File: src/rtl/div_unit_pkg.sv
// Shared definitions for the EX-stage integer divider: FSM encoding, latency
// helper and the EX opcodes that select a divide.
package div_unit_pkg;

   localparam int DIV_DATA_W = 32;

   typedef enum logic [2:0] {
      DIV_IDLE = 3'd0,
      DIV_PREP = 3'd1,
      DIV_DIV  = 3'd2,
      DIV_FIX  = 3'd3,
      DIV_DONE = 3'd4
   } div_state_e;

   localparam logic [7:0] EXE_DIV_OP  = 8'b0001_1010;
   localparam logic [7:0] EXE_DIVU_OP = 8'b0001_1011;

   // Cycles from the accept edge to the result_ok cycle.
   function automatic int div_lat(input int data_w);
      return data_w + 3;
   endfunction

   function automatic logic exe_is_div(input logic [7:0] aluop);
      return (aluop == EXE_DIV_OP) || (aluop == EXE_DIVU_OP);
   endfunction

   function automatic logic exe_div_signed(input logic [7:0] aluop);
      return aluop == EXE_DIV_OP;
   endfunction

endpackage

File: src/rtl/div_unit_if.sv
// Start/result_ok handshake between the EX stage (master) and the divider (slave).
// start is held by EX until it sees the one-cycle result_ok pulse; operands are
// only sampled on the edge where the divider is idle and start=1, flush=0.
interface div_unit_if #(
   parameter int DATA_W = 32
);
   logic                  start;
   logic                  is_signed;
   logic                  flush;
   logic [DATA_W-1:0]     dividend;
   logic [DATA_W-1:0]     divisor;
   logic                  busy;
   logic                  result_ok;
   logic [2*DATA_W-1:0]   result;

   modport master (
      output start, is_signed, flush, dividend, divisor,
      input  busy, result_ok, result
   );

   modport slave (
      input  start, is_signed, flush, dividend, divisor,
      output busy, result_ok, result
   );
endinterface

File: src/rtl/div_unit_step.sv
// One restoring-division iteration: shift {rem,quot} left, trial-subtract the
// divisor, keep the difference when it did not borrow.
module div_step #(
   parameter int DATA_W = 32
) (
   input  logic [DATA_W-1:0] rem_i,
   input  logic [DATA_W-1:0] quot_i,
   input  logic [DATA_W-1:0] divisor_i,
   output logic [DATA_W-1:0] rem_o,
   output logic [DATA_W-1:0] quot_o
);

   logic [DATA_W:0]   shifted;
   logic [DATA_W+1:0] trial;
   logic              borrow;

   // The shifted remainder can reach 2*divisor-1, so it needs one extra bit;
   // one more bit on the trial difference exposes the borrow.
   always_comb begin
      shifted = {rem_i, quot_i[DATA_W-1]};
      trial   = {1'b0, shifted} - {2'b00, divisor_i};
      borrow  = trial[DATA_W+1];
      rem_o   = borrow ? shifted[DATA_W-1:0] : trial[DATA_W-1:0];
      quot_o  = {quot_i[DATA_W-2:0], ~borrow};
   end

endmodule

File: src/rtl/div_unit.sv
// Multi-cycle DIV/DIVU unit for the EX stage. Produces {remainder, quotient}
// for hi/lo with a one-cycle result_ok pulse DATA_W+3 cycles after accept.
module div_unit
   import div_unit_pkg::*;
#(
   parameter int DATA_W = 32
) (
   input  logic         clk,
   input  logic         rst,
   div_unit_if.slave    bus,
   output div_state_e   state_o
);

   localparam int CNT_W = $clog2(DATA_W);

   div_state_e            state_q;
   logic [CNT_W-1:0]      cnt_q;
   logic                  signed_q;
   logic                  q_neg_q;
   logic                  r_neg_q;
   logic [DATA_W-1:0]     dvd_q;
   logic [DATA_W-1:0]     dvs_q;
   logic [DATA_W-1:0]     rem_q;
   logic [DATA_W-1:0]     quot_q;
   logic [2*DATA_W-1:0]   result_q;
   logic                  busy_q;
   logic                  result_ok_q;

   logic [DATA_W-1:0]     rem_d;
   logic [DATA_W-1:0]     quot_d;
   logic [DATA_W-1:0]     dvd_abs;
   logic [DATA_W-1:0]     dvs_abs;
   logic [DATA_W-1:0]     rem_fix;
   logic [DATA_W-1:0]     quot_fix;

   div_step #(.DATA_W(DATA_W)) u_step (
      .rem_i     (rem_q),
      .quot_i    (quot_q),
      .divisor_i (dvs_q),
      .rem_o     (rem_d),
      .quot_o    (quot_d)
   );

   always_comb begin
      dvd_abs  = (signed_q && dvd_q[DATA_W-1]) ? ('0 - dvd_q) : dvd_q;
      dvs_abs  = (signed_q && dvs_q[DATA_W-1]) ? ('0 - dvs_q) : dvs_q;
      rem_fix  = r_neg_q ? ('0 - rem_q)  : rem_q;
      quot_fix = q_neg_q ? ('0 - quot_q) : quot_q;
   end

   always_ff @(posedge clk) begin
      if (!rst) begin
         state_q     <= DIV_IDLE;
         cnt_q       <= '0;
         signed_q    <= 1'b0;
         q_neg_q     <= 1'b0;
         r_neg_q     <= 1'b0;
         dvd_q       <= '0;
         dvs_q       <= '0;
         rem_q       <= '0;
         quot_q      <= '0;
         result_q    <= '0;
         busy_q      <= 1'b0;
         result_ok_q <= 1'b0;
      end else begin
         result_ok_q <= 1'b0;
         if (bus.flush) begin
            // Cancel wins over everything, including a start in IDLE.
            state_q <= DIV_IDLE;
            busy_q  <= 1'b0;
         end else begin
            case (state_q)
               DIV_IDLE: begin
                  if (bus.start) begin
                     state_q  <= DIV_PREP;
                     busy_q   <= 1'b1;
                     signed_q <= bus.is_signed;
                     dvd_q    <= bus.dividend;
                     dvs_q    <= bus.divisor;
                  end
               end
               DIV_PREP: begin
                  if (dvs_q == '0) begin
                     // Divide by zero: all-ones quotient, untouched dividend as remainder.
                     state_q     <= DIV_DONE;
                     busy_q      <= 1'b0;
                     result_ok_q <= 1'b1;
                     result_q    <= {dvd_q, {DATA_W{1'b1}}};
                  end else begin
                     state_q <= DIV_DIV;
                     q_neg_q <= signed_q & (dvd_q[DATA_W-1] ^ dvs_q[DATA_W-1]);
                     r_neg_q <= signed_q & dvd_q[DATA_W-1];
                     dvs_q   <= dvs_abs;
                     quot_q  <= dvd_abs;
                     rem_q   <= '0;
                     cnt_q   <= CNT_W'(DATA_W - 1);
                  end
               end
               DIV_DIV: begin
                  rem_q  <= rem_d;
                  quot_q <= quot_d;
                  cnt_q  <= cnt_q - 1'b1;
                  if (cnt_q == '0) begin
                     state_q <= DIV_FIX;
                  end
               end
               DIV_FIX: begin
                  state_q     <= DIV_DONE;
                  busy_q      <= 1'b0;
                  result_ok_q <= 1'b1;
                  result_q    <= {rem_fix, quot_fix};
               end
               DIV_DONE: begin
                  state_q <= DIV_IDLE;
               end
               default: begin
                  state_q <= DIV_IDLE;
                  busy_q  <= 1'b0;
               end
            endcase
         end
      end
   end

   assign bus.busy      = busy_q;
   assign bus.result_ok = result_ok_q;
   assign bus.result    = result_q;
   assign state_o       = state_q;

endmodule

File: src/flat_wrapper.sv
// flat-port wrapper written by rule: the top's interface ports become plain ports
module div_unit_flat import div_unit_pkg::*;
#(
   parameter int DATA_W = 32
)
  (clk, rst, state_o, bus_start, bus_is_signed, bus_flush, bus_dividend, bus_divisor, bus_busy, bus_result_ok, bus_result);
  div_unit_if #(.DATA_W(DATA_W)) bus_i ();
  input  logic clk;
  input  logic rst;
  output div_state_e state_o;
  input wire logic [$bits(bus_i.start)-1:0] bus_start;
  input wire logic [$bits(bus_i.is_signed)-1:0] bus_is_signed;
  input wire logic [$bits(bus_i.flush)-1:0] bus_flush;
  input wire logic [$bits(bus_i.dividend)-1:0] bus_dividend;
  input wire logic [$bits(bus_i.divisor)-1:0] bus_divisor;
  output wire logic [$bits(bus_i.busy)-1:0] bus_busy;
  output wire logic [$bits(bus_i.result_ok)-1:0] bus_result_ok;
  output wire logic [$bits(bus_i.result)-1:0] bus_result;
  assign bus_i.start = bus_start;
  assign bus_i.is_signed = bus_is_signed;
  assign bus_i.flush = bus_flush;
  assign bus_i.dividend = bus_dividend;
  assign bus_i.divisor = bus_divisor;
  assign bus_busy = bus_i.busy;
  assign bus_result_ok = bus_i.result_ok;
  assign bus_result = bus_i.result;
  div_unit #(.DATA_W(DATA_W)) u_core (.clk(clk), .rst(rst), .bus(bus_i), .state_o(state_o));
endmodule
File: config.mk
export PLATFORM = sky130hd
export DESIGN_NAME = div_unit_flat
export DESIGN_NICKNAME = d
export VERILOG_FILES = /design/src/rtl/div_unit_pkg.sv /design/src/rtl/div_unit_if.sv /design/src/rtl/div_unit_step.sv /design/src/rtl/div_unit.sv /design/src/flat_wrapper.sv
export SDC_FILE = /design/constraint.sdc
export NUM_CORES = 1
export LEC_CHECK = 0
export CAP_MARGIN = 20
export CORE_ASPECT_RATIO = 1.1
export CORE_UTILIZATION = 52
export DETAILED_ROUTE_END_ITERATION = 7
export GPL_ROUTABILITY_DRIVEN = 0
export PLACE_DENSITY = 0.78
export SLEW_MARGIN = 20
export SYNTH_ARGS = -nofsm -noshare
export SYNTH_HDL_FRONTEND = slang
export SYNTH_SLANG_ARGS = --single-unit
File: constraint.sdc
create_clock -name clk -period 2.9 [get_ports clk]
set_input_delay 0.58 -clock clk [delete_from_list [all_inputs] [get_ports clk]]
set_output_delay 0.58 -clock clk [all_outputs]
set_load 0.01 [all_outputs]
-- Yosys cells after proc, flatten, opt, wreduce, memory -nomap -nowiden
Index checks and enable logic that the tools add are counted.
- logic and storage cells: 77
- register bits: 205
- bitwise logic cells: 8
- reductions and logical operators: 17
- add/subtract/negate cells: 6
- multiplexer cells: 25
- equality and inequality tests: 9
- operators by type and width (operator ; number):
    $mux 32 ; 9
    $pmux 32 s2 ; 3
    $pmux 64 s2 ; 1
    $sub 1x32->32 const A ; 4
    $mux 64 ; 1
    $sub 33x32->34 ; 1
    $logic_not 32->1 ; 1
    $reduce_and 3->1 ; 5
    $pmux 3 s4 ; 1
    $pmux 5 s2 ; 1
    $mux 3 ; 3
    $eq 3x2->1 const B ; 2
    $ne 2x1->1 const B ; 3
    $reduce_bool 2->1 ; 3
    $logic_not 5->1 ; 1
    $mux 5 ; 1
    $not 1->1 ; 5
    $reduce_and 5->1 ; 1
    $sub 5x1->5 const B ; 1
    $ne 2x2->1 const B ; 2
    $reduce_or 2->1 ; 2
    $eq 3x1->1 const B ; 1
    $eq 3x3->1 const B ; 1
    $logic_not 3->1 ; 1
    7 further kinds ; 11

-- Longest topological paths before layout
Gate-level depths: netlist (run 1).
- word-level depth: 4
- mapped depth: 13

-- Hierarchy
A second synthesis (run 1) with hierarchy kept.
- cells, all modules: 1725
- area, all modules: 13345.3 um^2
- modules (own cells, without submodules) (module ; cells an instance ; times used ; area an instance (um^2)):
    div_unit ; 1322 ; 1 ; 10739.0
    div_step ; 403 ; 1 ; 2606.2

-- Least setup slack after synthesis (run 1)
OpenSTA, ideal clock, no wires.
- kind: reg-to-reg
- start point: reg u_core.dvs_q[1]
- end point: reg u_core.dvs_q[20]
- arrival: 2.992 ns
- setup slack: -0.220 ns
- library setup time: 0.128 ns
- period minus slack after synthesis: 3.120 ns
- stages on the path, launching flop included: 12
- cell sequence: dfxtp_1 inv_1 ha_1 or3b_4 or4_4 or4_4 or3_4 or3_4 a22oi_1 nor2_1 a21oi_1 nor2_1
- longest elaborated chain between the ends: 4
- elaborated cells between the ends (all ways): 7
- ends and longest elaborated chain (element ; line ; text):
    start: declaration ; div_unit.sv:22 ; logic [DATA_W-1:0] dvs_q;
    start signal: assignment ; div_unit.sv:79 ; dvs_q <= bus.divisor;
    start signal: assignment ; div_unit.sv:93 ; dvs_q <= dvs_abs;
    $sub 1x32->32 ; div_unit.sv:46 ; dvs_abs = (signed_q && dvs_q[DATA_W-1]) ? ('0 - dvs_q) : dvs_q;
    $mux 32 ; div_unit.sv:46 ;
    $mux 32 ; div_unit.sv:83 ; if (dvs_q == '0) begin
    $pmux 32 s2 ; div_unit.sv:72 ; case (state_q)
Parallel ways exist; a longest one is shown, timed or not. The select of a mux whose other input is x is not followed.
A chain may end at the register's enable or synchronous reset.

-- Final worst setup path (run 1)
- start point: reg u_core.dvs_q[10]
- end point: reg u_core.rem_q[23]
- longest elaborated chain between the ends: 3
- elaborated cells between the ends (all ways): 6
- ends and longest elaborated chain (element ; line ; text):
    $sub 33x32->34 or $logic_not 32->1 (tied branches) ; div_unit_step.sv:21, div_unit.sv:83 ;
    $mux 32 or $ne 2x2->1 (tied branches) ; n/a ;
    $pmux 32 s2 or $reduce_and 3->1 (tied branches) ; n/a ;
    end signal: assignment ; div_unit.sv:100 ; rem_q <= rem_d;
    end: declaration ; div_unit.sv:23 ; logic [DATA_W-1:0] rem_q;
Parallel ways exist; a longest one is shown, timed or not.

==> results of run 1 <==
-- stage by stage --
stage / worst slack [ps] / cell area, um2 / cells
2_1_floorplan: -134 / 12300 / 1617
3_3_place_gp: -177 / 14800 / 2095
3_5_place_dp: -202 / 14800 / 2095
4_1_cts: -161 / 15600 / 2136
5_1_grt: -281 / 15700 / 2136
6_report: -178 / 15700 / 2136
-- cell families (layout without fill, tap and decap cells) --
family | after synthesis | count (layout) | share of synthesized area
compound gates | 559 | 559 | 0.282
simple gates | 535 | 535 | 0.203
flops | 205 | 205 | 0.335
buf+inv | 158 | 377 | 0.0526
xor+xnor | 110 | 110 | 0.0786
fa+ha+maj | 39 | 39 | 0.0404
mux | 11 | 11 | 0.00899
-- layout by cell type, fill, tap and decap left out, drive strengths merged, types with 14 or more instances in the layout --
cell type	count
nand2	224
xor2	69
nand3	40
a22oi	15
xnor2	41
dfxtp	205
nor4	21
or4	16
a21o	14
o41ai	20
o211ai	36
clkdlybuf4s50	136
a31oi	31
a21oi	183
o31ai	25
nor2	136
ha	38
clkbuf	32
inv	53
nor3	20
o21ai	154
or3	22
buf	149
a311oi	15
nand2b	15
-- layer usage --
metal	wire length [um]	vias up
met5	0	-
met4	1260	0
met3	2080	89
met2	18500	427
met1	15200	6003
li1	-	6233
-- power by group through the flow --
stage	Sequential (mW)	Combinational [mW]	Clock, mW
after floorplan	3.01	0.754	0
after global placement	3.01	1.23	0
after detailed placement	3.02	1.25	0
after CTS	2.96	1.26	3.09
after global routing	2.97	1.40	3.22
final	2.96	1.28	3.06
-- layout make-up --
cell class | instances | area, um2
Clock buffer | 32 | 689
Clock inverter | 6 | 109
Fill cell | 1849 | 7350
Inverter | 54 | 206
Multi-Input combinational cell | 1254 | 7600
Sequential cell | 205 | 4110
Tap cell | 300 | 375
Timing Repair Buffer | 285 | 2570
-- worst min-delay path: stages --
cell and delay [ps]:
buf_2 130, clkinv_2 110, a311oi_1 60
-- state kept, by name, indices dropped and copies added, names as in the netlist --
signal                count
u_core.bus.result        64
u_core.dvd_q             32
u_core.dvs_q             32
u_core.quot_q            32
u_core.rem_q             32
u_core.cnt_q              5
u_core.state_o            3
u_core.bus.busy           1
u_core.bus.result_ok      1
u_core.q_neg_q            1
u_core.r_neg_q            1
u_core.signed_q           1
-- repair_timing --
item / 4_1_cts / 5_1_grt
pin swaps: 1 / 1
gates resized for setup: 6 / 6
setup buffers: 3 / 0
endpoints found under the setup margin: 75 / 135
hold buffers: 0 / 0
-- path summary, 6_finish.rpt --
| kind | to | cells past startpoint | start | slack, ps |
|---|---|---|---|---|
| min | u_core.bus.result[25]$_SDFFE_PN0P_ | 3 | rst | 410 |
| max | u_core.rem_q[23]$_SDFFE_PN0P_ | 13 | u_core.dvs_q[10]$_SDFFE_PN0N_ | -180 |
| max reg2reg | u_core.rem_q[23]$_SDFFE_PN0P_ | 13 | u_core.dvs_q[10]$_SDFFE_PN0N_ | -180 |
| min reg2reg | u_core.bus.result[52]$_SDFFE_PN0P_ | 2 | u_core.bus.result[52]$_SDFFE_PN0P_ | 450 |
==> metrics, run 1 <==
final setup vio count=80; core area=~0.023 mm2; post-synthesis area per instance=7.58 um2; outcome=finished, violations left; ys flop type=dfxtp_1; Die Area=approximately 0.024 mm2; Worst setup SP type=flop; Root Buffer=clkbuf_16; endpoints failing hold=0; Seq/Total Area, Yosys=0.335; P&R area growth vs syn=27.8%; violated checks=negative setup slack; number of library cell types mapped by synthesis=74; die height=between 150 and 200 um; Tcrit/Tclk final=1.06; clock sink total=~200; Setup Crit Path Kind=reg2reg; Syn. warnings=0; Routed WL=between 30,000 and 40,000 um; Clk pwr share=0.419; Initial Utilization=0.533; PnR worst setup slack=-178 ps; layer with the highest usage=met2; Setup TNS Final=-3860 ps; top-area cell type share of the netlist area=0.335; n_diodes=0; Fin Hold WS=414 ps; most common cell in the netlist=nand2_1; fin. max-slew vios=0; vias in the first global route=approximately 12,000; P_sw=1.94 mW; clock buffer depth=3; layout cells sized above 1=0.129; Antenna Nets Post-Route=0; Comb pwr share=0.176; DR vias=around 13,000; Clk Latency, worst-skew pair=approximately 510 ps; Tot Pwr=7.31 mW; fmax=roughly 0.32 GHz; initial antenna violation count=0; Critical Path Fanout Max=32; drt first pass iters=5; Crit. End Element=flop; worst vdd ir=slightly above 0.4 mV; Tmin final=between 3000 and 4000 ps; # IOs=~140; relative slew slack=0.513; Net Sw Frac=0.265; TritonCTS Buffers=23; #FFs+latches synth=just over 200; CTS H-tree lvls=1; All-Layer GR Usage=0.300; routing usage on met2=0.543; # port buffers=137; most used cell, CP=buf_4; cell family with most CP delay=simple AND/OR/NAND/NOR gates; chain of cells forming the critical path=buf_4, or3_2, nor4_1, buf_4, nand2_1, nor3_1, buf_4, o21ai_1, nor2b_1, nor2_2, buf_12, a22oi_1, o21ai_0; Netlist Area Pre-Place=roughly 0.012 mm2; PwrDens=467 mW/mm2; hpwl dp=27,300 um; crit path DAT=between 3000 and 4000 ps; ranking of synthesized cells by area=dfxtp_1 (33%), a21oi_1 (7.5%), nand2_1 (6.9%); DIE WIDTH=roughly 150 um; syn_nets=approximately 1,700; row count=between 50 and 60; Gate Count Post-Synth=around 1,600; Layout Nets=~1,900; ys async rst share=0; MaxCap Viol Count=0; largest net degree at the start of global routing=around 110; Internal Power=approximately 5.4 mW; total grt overflow=0; routed wire length per instance=17.3 um; TritonCTS clock tree=built; Clock Skew=slightly above 10 ps; DR vias/cell=about 6; Initial DRC Count=~1,000; Slew @ Worst Pin=731 ps; drc violations=0; unrepaired setup endpoints after global routing=true; Worst Path Buf+Inv=4; Flop pwr share=0.405; Min-Delay Path Class=in2reg; GR Util met3=0.0319; number of synthesized flops with an enable pin=0; first-pass GRT wire length=about 59,000 um; Worst path slowest cell=or3_2; Post-synth top cells=nand2_1 (224), dfxtp_1 (205), a21oi_1 (183); Pleak=6.16 nW; CTS clk-pin slew, worst paths=approximately 60 ps; GR Util met1=0.361; leading area contributor after synthesis=dfxtp_1; CP peak stage delay=around 520 ps; worst path required time=between 3000 and 4000 ps; fin util=0.681
Power figures use the tool's default switching activity.
==> inputs of run 2 (changes only) <==
Settings changed: CORE_UTILIZATION 52 to 30, PLACE_DENSITY 0.78 to not set.
==> metrics, run 2 (synthesis gave the netlist of run 1 again) <==
clock sink total=205 (unchanged); CTS H-tree lvls=1 (unchanged); worst path required time=3310 ps (was 3320 ps); drt first pass iters=6 (was 5); fin. max-slew vios=0 (unchanged); worst hold stages=2 (was 3); MaxCap Viol Count=0 (unchanged); PnR worst setup slack=-97.6 ps (was -178 ps); Setup Crit Path Kind=reg2reg (unchanged); first-pass GRT wire length=63,900 um (was 58,900 um); worst vdd ir=0.379 mV (was 0.414 mV); CTS clk-pin slew, worst paths=60 ps (about the same); die height=214 um (was 163 um); n_diodes=0 (unchanged); # IOs=138 (unchanged); relative slew slack=0.468 (was 0.513); cell family with most CP delay=simple AND/OR/NAND/NOR gates (unchanged); Initial DRC Count=809 (was 976); All-Layer GR Usage=0.188 (was 0.300); Setup WS pre-CTS=-332 ps (was -202 ps); Min-Delay Path Class=reg2reg (was in2reg); # port buffers=137 (unchanged); WHS Endpoint=u_core.bus.result[54]$_SDFFE_PN0P_ (was u_core.bus.result[25]$_SDFFE_PN0P_); layout cells sized above 1=0.157 (was 0.129); Worst Path Buf+Inv=1 (was 4); endpoints failing hold=0 (unchanged); DIE WIDTH=195 um (was 148 um); Crit. End Element=flop (unchanged); largest net degree at the start of global routing=76 (was 114); Routed WL=40,600 um (was 37,000 um); drc violations=0 (unchanged); initial antenna violation count=0 (unchanged); CP peak stage delay=440 ps (was 520 ps); DR vias=12,727 (was 12,752); PwrDens=459 mW/mm2 (was 467 mW/mm2); final setup vio count=2 (was 80); total grt overflow=0 (unchanged); Clk Latency, worst-skew pair=540 ps (was 510 ps); R2R Path End=u_core.dvs_q[20]$_SDFFE_PN0N_ (was u_core.rem_q[23]$_SDFFE_PN0P_); fmax=0.334 GHz (was 0.325 GHz); Pleak=6.45 nW (was 6.16 nW); TritonCTS Buffers=25 (was 23); hpwl dp=31,000 um (was 27,300 um); row count=77 (was 58); r2r setup slk=-100 ps (was -180 ps); r2r worst-path depth=11 (was 13); DR vias/cell=5.33 (was 5.97); Slew @ Worst Pin=798 ps (was 731 ps); Layout Nets=1,967 (was 1,931); P&R area growth vs syn=34.5% (was 27.8%); Initial Utilization=0.304 (was 0.533); clock buffer depth=3 (unchanged); routed wire length per instance=17.0 um (was 17.3 um); TritonCTS clock tree=built (unchanged); Root Buffer=clkbuf_16 (unchanged); GR Util met3=0.0222 (was 0.0319); Worst setup SP type=flop (unchanged); chain of cells forming the critical path=inv_2, ha_4, or3b_4, or4_4, or4_4, or3_4, or3_4, a22oi_2, nor2_1, a21oi_1, nor2_1 (was buf_4, or3_2, nor4_1, buf_4, nand2_1, nor3_1, buf_4, o21ai_1, nor2b_1, nor2_2, buf_12, a22oi_1, o21ai_0); Clock Skew=17.3 ps (was 10.1 ps); max reg flops=64 (unchanged); commonest non-fill, non-tap cell in the layout=nand2_1 (unchanged); Tcrit/Tclk final=1.03 (was 1.06); Critical Path Fanout Max=4 (was 32); core area=0.0403 mm2 (was 0.0230 mm2); Worst path slowest cell=or4_4 (was or3_2); routing usage on met2=0.334 (was 0.543); violated checks=negative setup slack (unchanged); Final Cell Area=0.0165 mm2 (was 0.0157 mm2); reg2reg start=u_core.dvs_q[0]$_SDFFE_PN0P_ (was u_core.dvs_q[10]$_SDFFE_PN0N_); crit path DAT=3410 ps (was 3490 ps); Tmin final=3000 ps (was 3080 ps); DP Area=0.0154 mm2 (was 0.0148 mm2); Die Area=0.0417 mm2 (was 0.0242 mm2); GR Util met1=0.238 (was 0.361); vias in the first global route=11,982 (was 11,875); outcome=finished, violations left (unchanged); Hold Startpoint=u_core.bus.result[54]$_SDFFE_PN0P_ (was rst); commonest non-fill, non-tap cells in the layout=nand2_1 (223), dfxtp_1 (203), a21oi_1 (182) (was nand2_1 (222), dfxtp_1 (203), a21oi_1 (182)); unrepaired setup endpoints after global routing=true (unchanged); layer with the highest usage=met2 (unchanged); Antenna Nets Post-Route=0 (unchanged)
[run 2: cell types whose count changed in the layout (fill, tap and decap cells not counted), sizes merged]
cell      previous run  this run
clkinvlp             0         2
clkinv               4        10
buf                149       182
[run 2: final cells by class]
type                       count  area (um2)
fill                        4042       23800
clock buffer                  31         688
clock inverter                14         158
inverter                      54         206
timing repair buffer         319        2910
sequential                   205        4110
tap                          513         642
multi-input combinational   1254        7770
[run 2: how the worst max path moves through the flow]
stage | start | endpoint | slack (ps) | depth (start not counted)
floorplan | u_core.dvs_q[1]$_SDFFE_PN0N_ | u_core.dvs_q[22]$_SDFFE_PN0N_ | -130 | 11
global placement | u_core.dvs_q[10]$_SDFFE_PN0N_ | u_core.quot_q[31]$_SDFFE_PN0P_ | -400 | 12
detailed placement | u_core.dvs_q[10]$_SDFFE_PN0N_ | u_core.quot_q[31]$_SDFFE_PN0P_ | -330 | 12
CTS | u_core.dvs_q[0]$_SDFFE_PN0P_ | u_core.dvs_q[20]$_SDFFE_PN0N_ | -130 | 11
global route | u_core.dvd_q[18]$_SDFFE_PN0P_ | u_core.quot_q[31]$_SDFFE_PN0P_ | -190 | 8
finish | u_core.dvs_q[0]$_SDFFE_PN0P_ | u_core.dvs_q[20]$_SDFFE_PN0N_ | -100 | 11
[run 2: tightest hold or removal path, delay by kind of cell, from the launching register on]
family,cells,cell delay [ps]
and+or+nand+nor,1,50
DFF,1,310
AOI/OAI and AO/OA,1,50
[run 2: where the power goes]
| group | leakage [nW] | switching, mW | internal, mW |
|---|---|---|---|
| Clock | 0.418 | 1.28 | 1.95 |
| Combinational | 4.37 | 0.759 | 0.623 |
| Sequential | 1.66 | 0.0756 | 2.88 |
[run 2: what timing repair did]
item                       4_1_cts  5_1_grt
gates cloned                     0        1
gates resized for setup          7       36
setup buffers                    1        3
setup endpoints to repair       47      115
pin swaps                        6       10
hold endpoints to repair         0        0
hold buffers                     0        0
[run 2: layer usage]
| metal | part of all wire | wire length (um) |
|---|---|---|
| met3 | 0.048 | 1940 |
| met5 | 0 | 0 |
| met2 | 0.49 | 20100 |
| met1 | 0.44 | 17700 |
| met4 | 0.023 | 916 |
[run 2: per-stage QoR]
step	hold WS, ps	util	TNS [ps]	total power, mW	instances
after floorplan	449	-	-265	3.76	1617
after global placement	447	0.381	-1850	4.30	2340
after global routing	476	0.409	-982	7.87	2390
final	456	0.409	-178	7.56	2390
after detailed placement	452	0.381	-2300	4.32	2340
after CTS	460	0.404	-350	7.56	2386
==> inputs of run 3 (changes only) <==
Settings changed: SYNTH_HIERARCHICAL set to 1.
==> metrics, run 3 <==
CTS H-tree lvls=1 (unchanged); number of library cell types mapped by synthesis=93 (was 74); outcome=finished clean (was finished, violations left); Post-CTS Hold Buffers=0 (unchanged); TritonCTS Buffers=25 (unchanged); clock buffer depth=3 (unchanged); DIE WIDTH=203 um (was 195 um); layout cells sized above 1=0.141 (was 0.157); fin. max-slew vios=0 (unchanged); fmax=0.356 GHz (was 0.334 GHz); total grt overflow=0 (unchanged); Gate Count Post-Synth=1,725 (was 1,617); drc violations=0 (unchanged); Layout Nets=1,971 (was 1,967); Syn. warnings=6 (was 0); reg2reg start=u_core/dvs_q[1]$_SDFFE_PN0P_ (was u_core.dvs_q[0]$_SDFFE_PN0P_); number of synthesized flops with an enable pin=0 (unchanged); Hold Startpoint=u_core/bus.result[54]$_SDFFE_PN0P_ (was u_core.bus.result[54]$_SDFFE_PN0P_); max reg flops=64 (unchanged); Setup Crit Path Kind=reg2reg (unchanged); worst path required time=3310 ps (about the same); leading area contributor after synthesis=dfxtp_1 (unchanged); row count=80 (was 77); Tmin final=2810 ps (was 3000 ps); most common cell in the netlist=nand2_1 (unchanged); Routed WL=46,600 um (was 40,600 um); PnR worst setup slack=91.9 ps (was -97.6 ps); Critical Path Fanout Max=35 (was 4); die height=223 um (was 214 um); core area=0.0436 mm2 (was 0.0403 mm2); Clock Skew=8.01 ps (was 17.3 ps); hpwl dp=34,100 um (was 31,000 um); commonest non-fill, non-tap cells in the layout=nand2_1 (222), dfxtp_1 (191), clkdlybuf4s50_1 (136), a21oi_1 (136), nor2_1 (128) (was nand2_1 (223), dfxtp_1 (203), a21oi_1 (182)); largest net degree at the start of global routing=84 (was 76); first-pass GRT wire length=72,000 um (was 63,900 um); Internal Power=5.32 mW (was 5.45 mW); Min-Delay Path Class=reg2reg (unchanged); # IOs=138 (unchanged); post-synthesis area per instance=7.74 um2 (was 7.58 um2); compound-cell area share of the yosys netlist=0.289 (was 0.282); Simple-Gate Fraction of Synth Area=0.207 (was 0.203); Comb pwr share=0.182 (was 0.183); Setup WS pre-CTS=76.8 ps (was -332 ps); combinational family with the most area after synthesis=compound AO/OA/AOI/OAI gates (unchanged); Seq/Total Area, Yosys=0.308 (was 0.335); Initial DRC Count=1,347 (was 809); vias in the first global route=12,944 (was 11,982); # port buffers=137 (unchanged); clock sink total=205 (unchanged); MaxCap Viol Count=0 (unchanged); crit path DAT=3220 ps (was 3410 ps); mux cell area share after synthesis=0.0180 (was 0.00899); P_sw=2.18 mW (was 2.11 mW); Tcrit/Tclk final=0.968 (was 1.03); routed wire length per instance=19.0 um (was 17.0 um); Clk pwr share=0.421 (was 0.426); Net Sw Frac=0.290 (was 0.279); relative slew slack=0.400 (was 0.468); Pleak=6.42 nW (was 6.45 nW); Initial Utilization=0.306 (was 0.304); top-area cell type share of the netlist area=0.308 (was 0.335); DR vias/cell=5.57 (was 5.33); n_diodes=0 (unchanged); Fin Hold WS=453 ps (was 456 ps); Slew @ Worst Pin=901 ps (was 798 ps); worst vdd ir=0.342 mV (was 0.379 mV); ranking of synthesized cells by area=dfxtp_1 (31%), nand2_1 (6.3%), a21oi_1 (5.5%) (was dfxtp_1 (33%), a21oi_1 (7.5%), nand2_1 (6.9%)); Flop pwr share=0.397 (was 0.391); Post-Synth XOR/XNOR Area=0.0689 (was 0.0786); ys flop type=dfxtp_1 (unchanged); PwrDens=449 mW/mm2 (was 459 mW/mm2); commonest non-fill, non-tap cell in the layout=nand2_1 (unchanged); All-Layer GR Usage=0.197 (was 0.188); Netlist Area Pre-Place=0.0133 mm2 (was 0.0123 mm2); CTS clk-pin slew, worst paths=60 ps (about the same); final setup vio count=0 (was 2); Root Buffer=clkbuf_16 (unchanged); Die Area=0.0453 mm2 (was 0.0417 mm2); endpoints failing hold=0 (unchanged); fin util=0.383 (was 0.409); P&R area growth vs syn=25.1% (was 34.5%); ys async rst share=0 (unchanged); Post-Synth Adder-Cell Area=0.0371 (was 0.0404); drt first pass iters=6 (unchanged); Worst Setup SP=u_core/dvs_q[1]$_SDFFE_PN0P_ (was u_core.dvs_q[0]$_SDFFE_PN0P_); #FFs+latches synth=205 (unchanged); DR vias=13,648 (was 12,727); Clk Latency, worst-skew pair=540 ps (about the same); Antenna Nets Post-Route=0 (unchanged); TritonCTS clock tree=built (unchanged); syn_nets=1,833 (was 1,725); Worst setup SP type=flop (unchanged); initial antenna violation count=0 (unchanged); Post-synth top cells=nand2_1 (224), dfxtp_1 (205), a21oi_1 (147) (was nand2_1 (224), dfxtp_1 (205), a21oi_1 (183)); Crit. End Element=flop (unchanged)
run 3: metal layers:
metal | vias up | track usage | part of all wire | wire (um)
met1 | 6526 | 0.257 | 0.43 | 20000
met2 | 491 | 0.334 | 0.48 | 22300
li1 | 6549 | - | - | -
met5 | - | 0 | 0 | 0
met3 | 82 | 0.0225 | 0.060 | 2790
met4 | 0 | 0.0665 | 0.032 | 1500
run 3: final cells by class:
class / instances / area (um2)
Clock buffer: 32 / 662
Clock inverter: 10 / 134
Fill cell: 4513 / 26900
Inverter: 64 / 246
Multi-Input combinational cell: 1309 / 8430
Sequential cell: 205 / 4120
Tap cell: 574 / 718
Timing Repair Buffer: 258 / 2380
run 3: repair_timing:
action / in CTS / in global routing
endpoints found under the setup margin: 0 / 27
gates resized for setup: 0 / 62
buffers inserted: 0 / 13
run 3: final timing paths:
| path | to | slack (ps) | depth (start not counted) |
|---|---|---|---|
| hold / removal | u_core/bus.result[54]$_SDFFE_PN0P_ | 450 | 2 |
| setup reg to reg | u_core/quot_q[31]$_SDFFE_PN0P_ | 90 | 11 |
| hold reg to reg | u_core/bus.result[54]$_SDFFE_PN0P_ | 450 | 2 |
| setup / recovery | u_core/quot_q[31]$_SDFFE_PN0P_ | 90 | 11 |
run 3: per-stage QoR:
step | area (um2) | total power, mW | TNS, ps | std cells
after floorplan | 13300 | 3.83 | 0 | 1725
after global placement | 15600 | 4.31 | 0 | 2395
after detailed placement | 15600 | 4.32 | 0 | 2395
after CTS | 16400 | 7.47 | 0 | 2437
after global routing | 16700 | 7.79 | -114 | 2452
final | 16700 | 7.50 | 0 | 2452
run 3: critical path: stages, from the launching register on:
cell	delay (ps)
dfxtp_4	340
buf_4	140
inv_1	60
ha_1	240
nor4b_4	280
nand3_2	100
or2_2	370
buf_4	180
o31ai_4	310
buf_12	250
a21oi_1	60
a21oi_1	340
run 3: logic make-up after synthesis:
| kind of cell | count (synthesis) |
|---|---|
| AOI/OAI and AO/OA | 564 |
| xor gates and xnor gates | 105 |
| adders and majority gates | 39 |
| buffers and inverters | 211 |
| DFF | 205 |
| muxes | 23 |
| and+or+nand+nor | 578 |
run 3: power by group through the flow:
| stage | Combinational (mW) | Sequential [mW] | Clock, mW |
|---|---|---|---|
| after floorplan | 0.807 | 3.02 | 0 |
| after global placement | 1.27 | 3.04 | 0 |
| after detailed placement | 1.28 | 3.04 | 0 |
| after CTS | 1.29 | 2.98 | 3.20 |
| after global routing | 1.48 | 2.99 | 3.31 |
| final | 1.36 | 2.98 | 3.15 |
